$ cat src/rtl/mpt_store_check_pkg.sv
// Shared definitions for the MPT store permission checker.
//
// Contents:
//   cva6_cfg_t / cva6_cfg_empty : the slice of the core configuration this
//                                 block uses (PLEN, XLEN).
//   MPT_* localparams           : table geometry (64 pages per 8-byte entry).
//   mpt_state_e                 : checker FSM states.
//   mpt_cache_entry_t           : one permission-cache line {valid, tag, bitmap}.
//                                 The tag field is sized for the widest legal
//                                 PLEN (64); narrower group indices are
//                                 zero-extended into it.
//   mpt_page_allowed()          : selects the write-permission bit of a page.
package mpt_store_check_pkg;

  typedef struct packed {
    int unsigned PLEN;
    int unsigned XLEN;
  } cva6_cfg_t;

  localparam cva6_cfg_t cva6_cfg_empty = '{PLEN: 56, XLEN: 64};

  localparam int unsigned MPT_PAGES_PER_ENTRY = 64;
  localparam int unsigned MPT_ENTRY_BYTES     = 8;
  // One entry covers 64 pages of 4 KiB, so the group index starts at bit 18.
  localparam int unsigned MPT_GROUP_SHIFT     = 18;
  localparam int unsigned MPT_TAG_W           = 64 - MPT_GROUP_SHIFT;

  typedef enum logic [1:0] {
    IDLE,
    LOOKUP,
    WALK_REQ,
    WALK_WAIT
  } mpt_state_e;

  typedef struct packed {
    logic                           valid;
    logic [MPT_TAG_W-1:0]           tag;
    logic [MPT_PAGES_PER_ENTRY-1:0] bitmap;
  } mpt_cache_entry_t;

  function automatic logic mpt_page_allowed(input logic [MPT_PAGES_PER_ENTRY-1:0] bitmap,
                                            input logic [5:0]                     page_idx);
    return bitmap[page_idx];
  endfunction

endpackage

$ cat src/rtl/mpt_store_check_perm_cache.sv
// mpt_perm_cache: fully-associative cache of MPT permission bitmaps.
//
// Ports:
//   clk_i, rst_ni    : clock, asynchronous active-low reset.
//   flush_i          : clear every valid bit on the next edge (wins over fill).
//   lookup_tag_i     : group index to look up.
//   hit_o            : a valid entry with lookup_tag_i exists (combinational).
//   hit_bitmap_o     : bitmap of the hitting entry, zero on a miss.
//   fill_i           : write {fill_tag_i, fill_bitmap_i} into the victim entry.
//   fill_tag_i       : group index of the fill.
//   fill_bitmap_i    : 64-bit permission bitmap of the fill.
//
// Replacement is round-robin: the victim pointer advances on every fill and
// wraps naturally because NR_ENTRIES is a power of two.
module mpt_perm_cache
  import mpt_store_check_pkg::*;
#(
  parameter  int unsigned NR_ENTRIES = 4,
  localparam int unsigned IDX_W      = $clog2(NR_ENTRIES)
) (
  input  logic                           clk_i,
  input  logic                           rst_ni,
  input  logic                           flush_i,
  input  logic [MPT_TAG_W-1:0]           lookup_tag_i,
  output logic                           hit_o,
  output logic [MPT_PAGES_PER_ENTRY-1:0] hit_bitmap_o,
  input  logic                           fill_i,
  input  logic [MPT_TAG_W-1:0]           fill_tag_i,
  input  logic [MPT_PAGES_PER_ENTRY-1:0] fill_bitmap_i
);

  mpt_cache_entry_t entries_q [NR_ENTRIES];
  logic [IDX_W-1:0] victim_q;

  // Fills only follow a miss on the same tag, so at most one entry matches.
  always_comb begin
    hit_o        = 1'b0;
    hit_bitmap_o = '0;
    for (int i = 0; i < NR_ENTRIES; i++) begin
      if (entries_q[i].valid && (entries_q[i].tag == lookup_tag_i)) begin
        hit_o        = 1'b1;
        hit_bitmap_o = entries_q[i].bitmap;
      end
    end
  end

  always_ff @(posedge clk_i or negedge rst_ni) begin
    if (!rst_ni) begin
      for (int i = 0; i < NR_ENTRIES; i++) begin
        entries_q[i] <= '0;
      end
      victim_q <= '0;
    end else if (flush_i) begin
      for (int i = 0; i < NR_ENTRIES; i++) begin
        entries_q[i].valid <= 1'b0;
      end
    end else if (fill_i) begin
      entries_q[victim_q] <= '{valid: 1'b1, tag: fill_tag_i, bitmap: fill_bitmap_i};
      victim_q            <= victim_q + IDX_W'(1);
    end
  end

endmodule

$ cat src/rtl/mpt_store_check.sv
// mpt_store_check: MPT write-permission checker for the store buffer head.
//
// A check is requested with mptw_enable_i; the answer is a one-cycle
// mptw_valid_o strobe with mptw_allow_o. Hits in the permission cache answer
// one cycle after the request; misses read one 64-bit table entry
// ({mpt_base_i,12'b0} + gidx*8) and answer in the walk_rvalid_i cycle.
//
// Handshakes: walk_req_o is held high with a stable walk_addr_o until the
// cycle walk_gnt_i is seen high (request transferred on that edge); the data
// phase completes in the first later cycle with walk_rvalid_i high, with
// walk_err_i qualified by walk_rvalid_i. mptw_valid_o is a pure strobe with no
// back-pressure; it fires even if mptw_enable_i has dropped meanwhile.
//
// Ports: clk_i, rst_ni (async, active-low), flush_i, mpt_en_i, mpt_base_i,
//   mptw_enable_i, paddr_i, mptw_valid_o, mptw_allow_o, walk_req_o,
//   walk_addr_o, walk_gnt_i, walk_rvalid_i, walk_rdata_i, walk_err_i,
//   dbg_state_o (current FSM state, for observation only).
//
// Build option: define MPT_STORE_CHECK_CACHE_EN to include the permission
// cache. Without it every enabled check walks and flush_i has no effect.
module mpt_store_check
  import mpt_store_check_pkg::*;
#(
  parameter cva6_cfg_t   CVA6Cfg    = cva6_cfg_empty,
  parameter int unsigned NR_ENTRIES = 4
) (
  input  logic                     clk_i,
  input  logic                     rst_ni,
  input  logic                     flush_i,
  input  logic                     mpt_en_i,
  input  logic [CVA6Cfg.PLEN-13:0] mpt_base_i,
  input  logic                     mptw_enable_i,
  input  logic [CVA6Cfg.PLEN-1:0]  paddr_i,
  output logic                     mptw_valid_o,
  output logic                     mptw_allow_o,
  output logic                     walk_req_o,
  output logic [CVA6Cfg.PLEN-1:0]  walk_addr_o,
  input  logic                     walk_gnt_i,
  input  logic                     walk_rvalid_i,
  input  logic [63:0]              walk_rdata_i,
  input  logic                     walk_err_i,
  output mpt_state_e               dbg_state_o
);

  localparam int unsigned PLEN   = CVA6Cfg.PLEN;
  localparam int unsigned GIDX_W = PLEN - MPT_GROUP_SHIFT;

  mpt_state_e        state_q, state_d;
  logic [PLEN-13:0]  ppn_q;
  logic [PLEN-1:0]   walk_addr_q, walk_addr_d;
  logic              flush_pend_q, flush_pend_d;
  logic              capture;
  logic              fill;
  logic [GIDX_W-1:0] gidx;
  logic [5:0]        page_idx;
  logic [PLEN-1:0]   walk_addr_calc;
  logic              cache_hit;
  logic [63:0]       cache_bitmap;

  logic unused_paddr_lo;
  assign unused_paddr_lo = ^paddr_i[11:0];

  assign gidx     = ppn_q[PLEN-13:6];
  assign page_idx = ppn_q[5:0];

  // Entries are 8 bytes, hence gidx shifted left by 3; the sum wraps at PLEN.
  assign walk_addr_calc = {mpt_base_i, 12'h000} + {{(PLEN-GIDX_W-3){1'b0}}, gidx, 3'b000};

`ifdef MPT_STORE_CHECK_CACHE_EN
  mpt_perm_cache #(
    .NR_ENTRIES(NR_ENTRIES)
  ) i_perm_cache (
    .clk_i        (clk_i),
    .rst_ni       (rst_ni),
    .flush_i      (flush_i),
    .lookup_tag_i (MPT_TAG_W'(gidx)),
    .hit_o        (cache_hit),
    .hit_bitmap_o (cache_bitmap),
    .fill_i       (fill),
    .fill_tag_i   (MPT_TAG_W'(gidx)),
    .fill_bitmap_i(walk_rdata_i)
  );
`else
  assign cache_hit    = 1'b0;
  assign cache_bitmap = '0;
  logic unused_cache;
  assign unused_cache = fill ^ (|cache_bitmap);
`endif

  always_comb begin
    state_d      = state_q;
    walk_addr_d  = walk_addr_q;
    // Any flush seen while a check is in progress blocks that check's fill,
    // so a bitmap read before the flush cannot land in the cache after it.
    flush_pend_d = flush_pend_q | flush_i;
    capture      = 1'b0;
    fill         = 1'b0;
    mptw_valid_o = 1'b0;
    mptw_allow_o = 1'b0;
    case (state_q)
      IDLE: begin
        flush_pend_d = 1'b0;
        if (mptw_enable_i) begin
          capture = 1'b1;
          state_d = LOOKUP;
        end
      end
      LOOKUP: begin
        if (!mpt_en_i) begin
          mptw_valid_o = 1'b1;
          mptw_allow_o = 1'b1;
          state_d      = IDLE;
        end else if (cache_hit) begin
          mptw_valid_o = 1'b1;
          mptw_allow_o = mpt_page_allowed(cache_bitmap, page_idx);
          state_d      = IDLE;
        end else begin
          walk_addr_d = walk_addr_calc;
          state_d     = WALK_REQ;
        end
      end
      WALK_REQ: begin
        if (walk_gnt_i) begin
          state_d = WALK_WAIT;
        end
      end
      WALK_WAIT: begin
        if (walk_rvalid_i) begin
          mptw_valid_o = 1'b1;
          if (!walk_err_i) begin
            mptw_allow_o = mpt_page_allowed(walk_rdata_i, page_idx);
            fill         = !(flush_pend_q || flush_i);
          end
          state_d = IDLE;
        end
      end
      default: state_d = IDLE;
    endcase
  end

  always_ff @(posedge clk_i or negedge rst_ni) begin
    if (!rst_ni) begin
      state_q      <= IDLE;
      ppn_q        <= '0;
      walk_addr_q  <= '0;
      flush_pend_q <= 1'b0;
    end else begin
      state_q      <= state_d;
      walk_addr_q  <= walk_addr_d;
      flush_pend_q <= flush_pend_d;
      if (capture) begin
        ppn_q <= paddr_i[PLEN-1:12];
      end
    end
  end

  assign walk_req_o  = (state_q == WALK_REQ);
  assign walk_addr_o = walk_addr_q;
  assign dbg_state_o = state_q;

endmodule
$ cat config.mk
export PLATFORM = sky130hd
export DESIGN_NAME = mpt_store_check
export DESIGN_NICKNAME = d
export VERILOG_FILES = /design/src/rtl/mpt_store_check_pkg.sv /design/src/rtl/mpt_store_check_perm_cache.sv /design/src/rtl/mpt_store_check.sv
export SDC_FILE = /design/constraint.sdc
export NUM_CORES = 1
export LEC_CHECK = 0
export BUFFER_PORTS_ARGS = -buffer_cell sky130_fd_sc_hd__buf_4
export CAP_MARGIN = 20
export CORE_MARGIN = 4
export CORE_UTILIZATION = 35
export DETAILED_ROUTE_END_ITERATION = 10
export GPL_TIMING_DRIVEN = 0
export PLACE_DENSITY = 0.57
export SLEW_MARGIN = 20
export SYNTH_ARGS = -nofsm -noshare
export SYNTH_HDL_FRONTEND = slang
export SYNTH_HIERARCHICAL = 1
export SYNTH_SLANG_ARGS = --single-unit
export TNS_END_PERCENT = 1
$ cat constraint.sdc
create_clock -name clk_i -period 9 [get_ports clk_i]
set_input_delay 1.35 -clock clk_i [delete_from_list [all_inputs] [get_ports clk_i]]
set_output_delay 1.35 -clock clk_i [all_outputs]
set_load 0.05 [all_outputs]
## Word level (Yosys, flattened, before mapping)

Index checks and enable logic that the tools add are counted.
Widths: inputs -> output; s select.

| cells by class | value |
|---|---|
| mux-type cells | 15 |
| add/sub/neg operators | 1 |
| equal/unequal tests | 6 |
| $lt $le $gt $ge | 1 |
| reductions and logical operators | 3 |

Operator list:

| operator | count |
|---|---|
| $add 56x41->56 | 1 |
| $mux 2 | 4 |
| $pmux 2 s4 | 1 |
| $lt 6x7->1 const B | 1 |
| $mux 1 | 7 |
| $bmux 1 s6 | 1 |
| $eq 2x2->1 const B | 2 |
| $ne 2x2->1 const B | 2 |
| $pmux 1 s2 | 2 |
| $reduce_and 3->1 | 1 |
| $eq 2x1->1 const B | 1 |
| $logic_not 2->1 | 1 |
| $ne 2x1->1 const B | 1 |
| $reduce_and 2->1 | 1 |

| word-level totals | value |
|---|---|
| logic and storage cells | 29 |
| bits of input ports | 172 |
| bits in registers | 102 |

## Depth between registers and ports, before layout

| depth | value |
|---|---|
| depth in word-level cells | 5 |
| gate-level depth with buffers | 10 |
| mapped depth without buffers | 10 |

## Worst setup path after synthesis

Ideal clock, no wire load.

| path | value |
|---|---|
| path type | in2out |
| start | in walk_rdata_i[63] |
| end | out mptw_allow_o |
| slack | 4.471 ns |
| stages | 6 |
| data arrival time | 3.179 ns |
| data required time | 7.650 ns |
| path through | mux4_2 mux4_2 mux4_2 nand4b_1 o21ai_1 and2_1 |

| between the ends | value |
|---|---|
| word-level cells in the longest chain between the ends | 5 |

Ends and longest elaborated chain:

| what | line | RTL |
|---|---|---|
| start, declared | mpt_store_check.sv:40 | `input logic [63:0] walk_rdata_i,` |
| $bmux 1 s6 | mpt_store_check_pkg.sv:43 | `return bitmap[page_idx];` |
| $mux 1 (implied by the code) | mpt_store_check_pkg.sv:43 |  |
| $mux 1 | mpt_store_check.sv:130 | `if (!walk_err_i) begin` |
| $mux 1 | mpt_store_check.sv:128 | `if (walk_rvalid_i) begin` |
| $pmux 1 s2 | mpt_store_check.sv:100 | `case (state_q)` |
| end, declared | mpt_store_check.sv:35 | `output logic mptw_allow_o,` |

No other way between the ends. The select of a mux whose other input is x is not followed.

## Final worst setup path

Ends and elaborated chain as after synthesis.

==> out/results.tsv <==
stage	metric	value	unit
detailed_routing	highest_layer	met4	
layout	n_fill_cell	1613	
placed_design	dp_cells	1021	
layout	area_growth	36.6	%
timing	final_hold_viol_count	0	
worst_setup_path	path_class	in -> out	
detailed_routing	wl	18300	um
timing	fin_worst_skew	0.0113	ns
floorplanning	core	16800	sq um
synth	ys_seq_area_frac	0.411	
placed_design	pre_cts_ws	4.22	ns
synth	syn_area	6030	sq um
grt	grt_pass1_wl	29700	um
timing	finalCritPeriodShare	0.530	
clock_network	cts-root-buf	clkbuf_16	
detailed_routing	wl_met2	9110	um
floorplanning	rows	47	
min_path	hold_path_class	reg -> reg	
worst_setup_path	end_kind	output pin	
placed_design	globalplace.congestion	0.847	
clock_network	postCtsSetupBuffers	0	
clock_network	h-tree-depth	3	
grt	grt_max_degree	100	
grt	grt_overflow	0	
floorplanning	initial_core_util	0.360	
timing	whs	0.472	ns
flow_run	maxCapViolations	0	
floorplanning	die_x	139	um
synth	synth_cell_type_count	46	
synth	yosys_warnings	6	
timing	setup_viol	0	
layout	multi_input_area	3420	sq um
timing	min_period	4.77	ns
detailed_routing	wl_met3	1800	um
layout	diodes	0	
detailed_routing	ant_nets	0	
clock_network	cts_buffers	9	
power	p_per_area	373	nW/um^2
power	leakage	0.00394	uW
synth	ys.flop_type	dfrtp_1	
layout	stdcell_count	1037	
worst_setup_path	required	7.65	ns
layout	final_nets	1014	
detailed_routing	vias	5347	
clock_network	clk_pin_slew	0.08	ns
worst_setup_path	cp_max_fo	1	
layout	postLayoutCoreUtil	0.491	
synth	synth_cells	583	
grt	antenna_found_initial	0	
timing	rsz0062_at_grt	false	
clock_network	cts_buffer_depth	2	
detailed_routing	firstDrtPassIters	4	
timing	setup_slack	4.23	ns
layout	layout-drive-gt1-share	0.376	
timing	finalMaxSlewViolations	0	
detailed_routing	viasPerCell	5.16	
synth	synth_area_per_cell	10.3	sq um
outcome	run_status	completed	
floorplanning	die_h	139	um
timing	setup_tns	0	ns
synth	synth-async-reset-ratio	1.00	
clock_network	cts_resized	0	
grt	grt_pass1_vias	5767	
timing	relSlewSlack	0.387	
clock_network	ctsHoldBuffers	0	
detailed_routing	wl_per_cell	17.7	um
synth	synth_edf_count	0	
synth	synth_seq_cells	99	
detailed_routing	route.detailed.drc	0	
worst_setup_path	critPathLaunchType	primary input	
grt	grtUsageTotal	0.190	
detailed_routing	drtIter0Drc	158	
placed_design	hpwl	14900	um
placed_design	io_buffers	216	
worst_setup_path	arrival	3.42	ns
detailed_routing	wirelength_met1	7150	um
layout	seq_area	2480	sq um
timing	tightest_slew	0.920	ns
clock_network	clock-sinks	99	
power	ir_worst_vdd	195	uV
floorplanning	dieArea	19400	sq um
clock_network	clock_latency	0.36	ns
floorplanning	io_pins	233	
clock_network	cts_tree	built	
timing	fmax	0.209	GHz
[state kept, by name (all words and copies together), names as in the netlist, named ones only]
signal	flops
ppn_q	44
dbg_state_o	1
walk_addr_o	53
[worst paths after layout]
kind	start	to	slack [ns]	cells past startpoint
worst max-delay path	walk_rdata_i[63]	mptw_allow_o	4.23	8
worst min-delay path	ppn_q[7]	walk_addr_o[4]	0.47	2
worst max register to register	ppn_q[15]	walk_addr_o[46]	5.55	10
worst min register to register	ppn_q[7]	walk_addr_o[4]	0.47	2
max in group asynchronous	rst_ni	ppn_q[5]	7.27	1
min in group asynchronous	rst_ni	walk_addr_o[26]	1.10	1
[routing by layer]
layer | global-route usage | vias up
met5 | 0 | -
met4 | 0.0510 | 0
met3 | 0.0751 | 18
met2 | 0.332 | 199
met1 | 0.216 | 2557
li1 | - | 2573
[placed cells by master (no fill, tap or decap), types with 9 or more instances in the layout]
cell type,Yosys,final
and3_1,12,12
nor3_1,9,9
xor2_1,18,18
dfrtp_1,99,99
mux2_2,44,44
buf_4,4,219
a21o_1,19,19
and2_1,11,11
xnor2_1,16,16
nand3_1,17,17
nand2_1,97,97
mux4_2,21,21
clkbuf_1,22,22
mux2i_1,9,9
clkbuf_16,0,9
o21ai_0,44,44
a21oi_1,34,34
ha_1,29,29
nor2_1,10,10
[critical path, cell delays in order]
cell and delay (ns):
buf_4 0.11, mux4_2 0.46, mux4_2 0.48, mux4_2 0.49, nand4b_1 0.11, o21ai_1 0.07
and2_1 0.17, buf_4 0.18
[synth_stat cells (10+ instances only)]
cell type / instances / share of area
clkbuf_1: 22 / 0.014
xor2_1: 18 / 0.026
ha_1: 29 / 0.060
mux4_2: 21 / 0.078
a21o_1: 19 / 0.024
nand2_1: 97 / 0.060
nor2_1: 10 / 0.0062
a21oi_1: 34 / 0.028
o21ai_0: 44 / 0.037
and2_1: 11 / 0.011
nand3_1: 17 / 0.014
mux2_2: 44 / 0.082
dfrtp_1: 99 / 0.41
xnor2_1: 16 / 0.023
and3_1: 12 / 0.012
[layout make-up]
| class | count | area share |
|---|---|---|
| buffer | 29 | 0.0160 |
| clock buffer | 9 | 0.0274 |
| clock inverter | 7 | 0.00790 |
| inverter | 4 | 0.00182 |
| multi-input combinational | 453 | 0.415 |
| sequential | 99 | 0.301 |
| tap | 220 | 0.0334 |
| timing repair buffer | 216 | 0.197 |
[cell families after synthesis]
| logic type | Yosys count | synth area share |
|---|---|---|
| and+or+nand+nor | 177 | 0.136 |
| xor gates and xnor gates | 34 | 0.0494 |
| other | 1 | 0.000622 |
| buffers and inverters | 33 | 0.0243 |
| DFF | 99 | 0.411 |
| AOI/OAI and AO/OA | 135 | 0.139 |
| adders and majority gates | 30 | 0.0635 |
| muxes | 74 | 0.176 |
[stage by stage]
stage,cell area [sq um],power [uW]
floorplan,6040,2160
global placement,7930,2670
detailed placement,7940,2710
CTS,8230,3110
global route,8230,3300
finish,8230,3070
[where the power goes]
part | switching (uW) | internal, uW
registers | 138 | 664
clock network | 193 | 195
logic | 1120 | 761
total | 1450 | 1620
(Power assumes the default switching activity.)
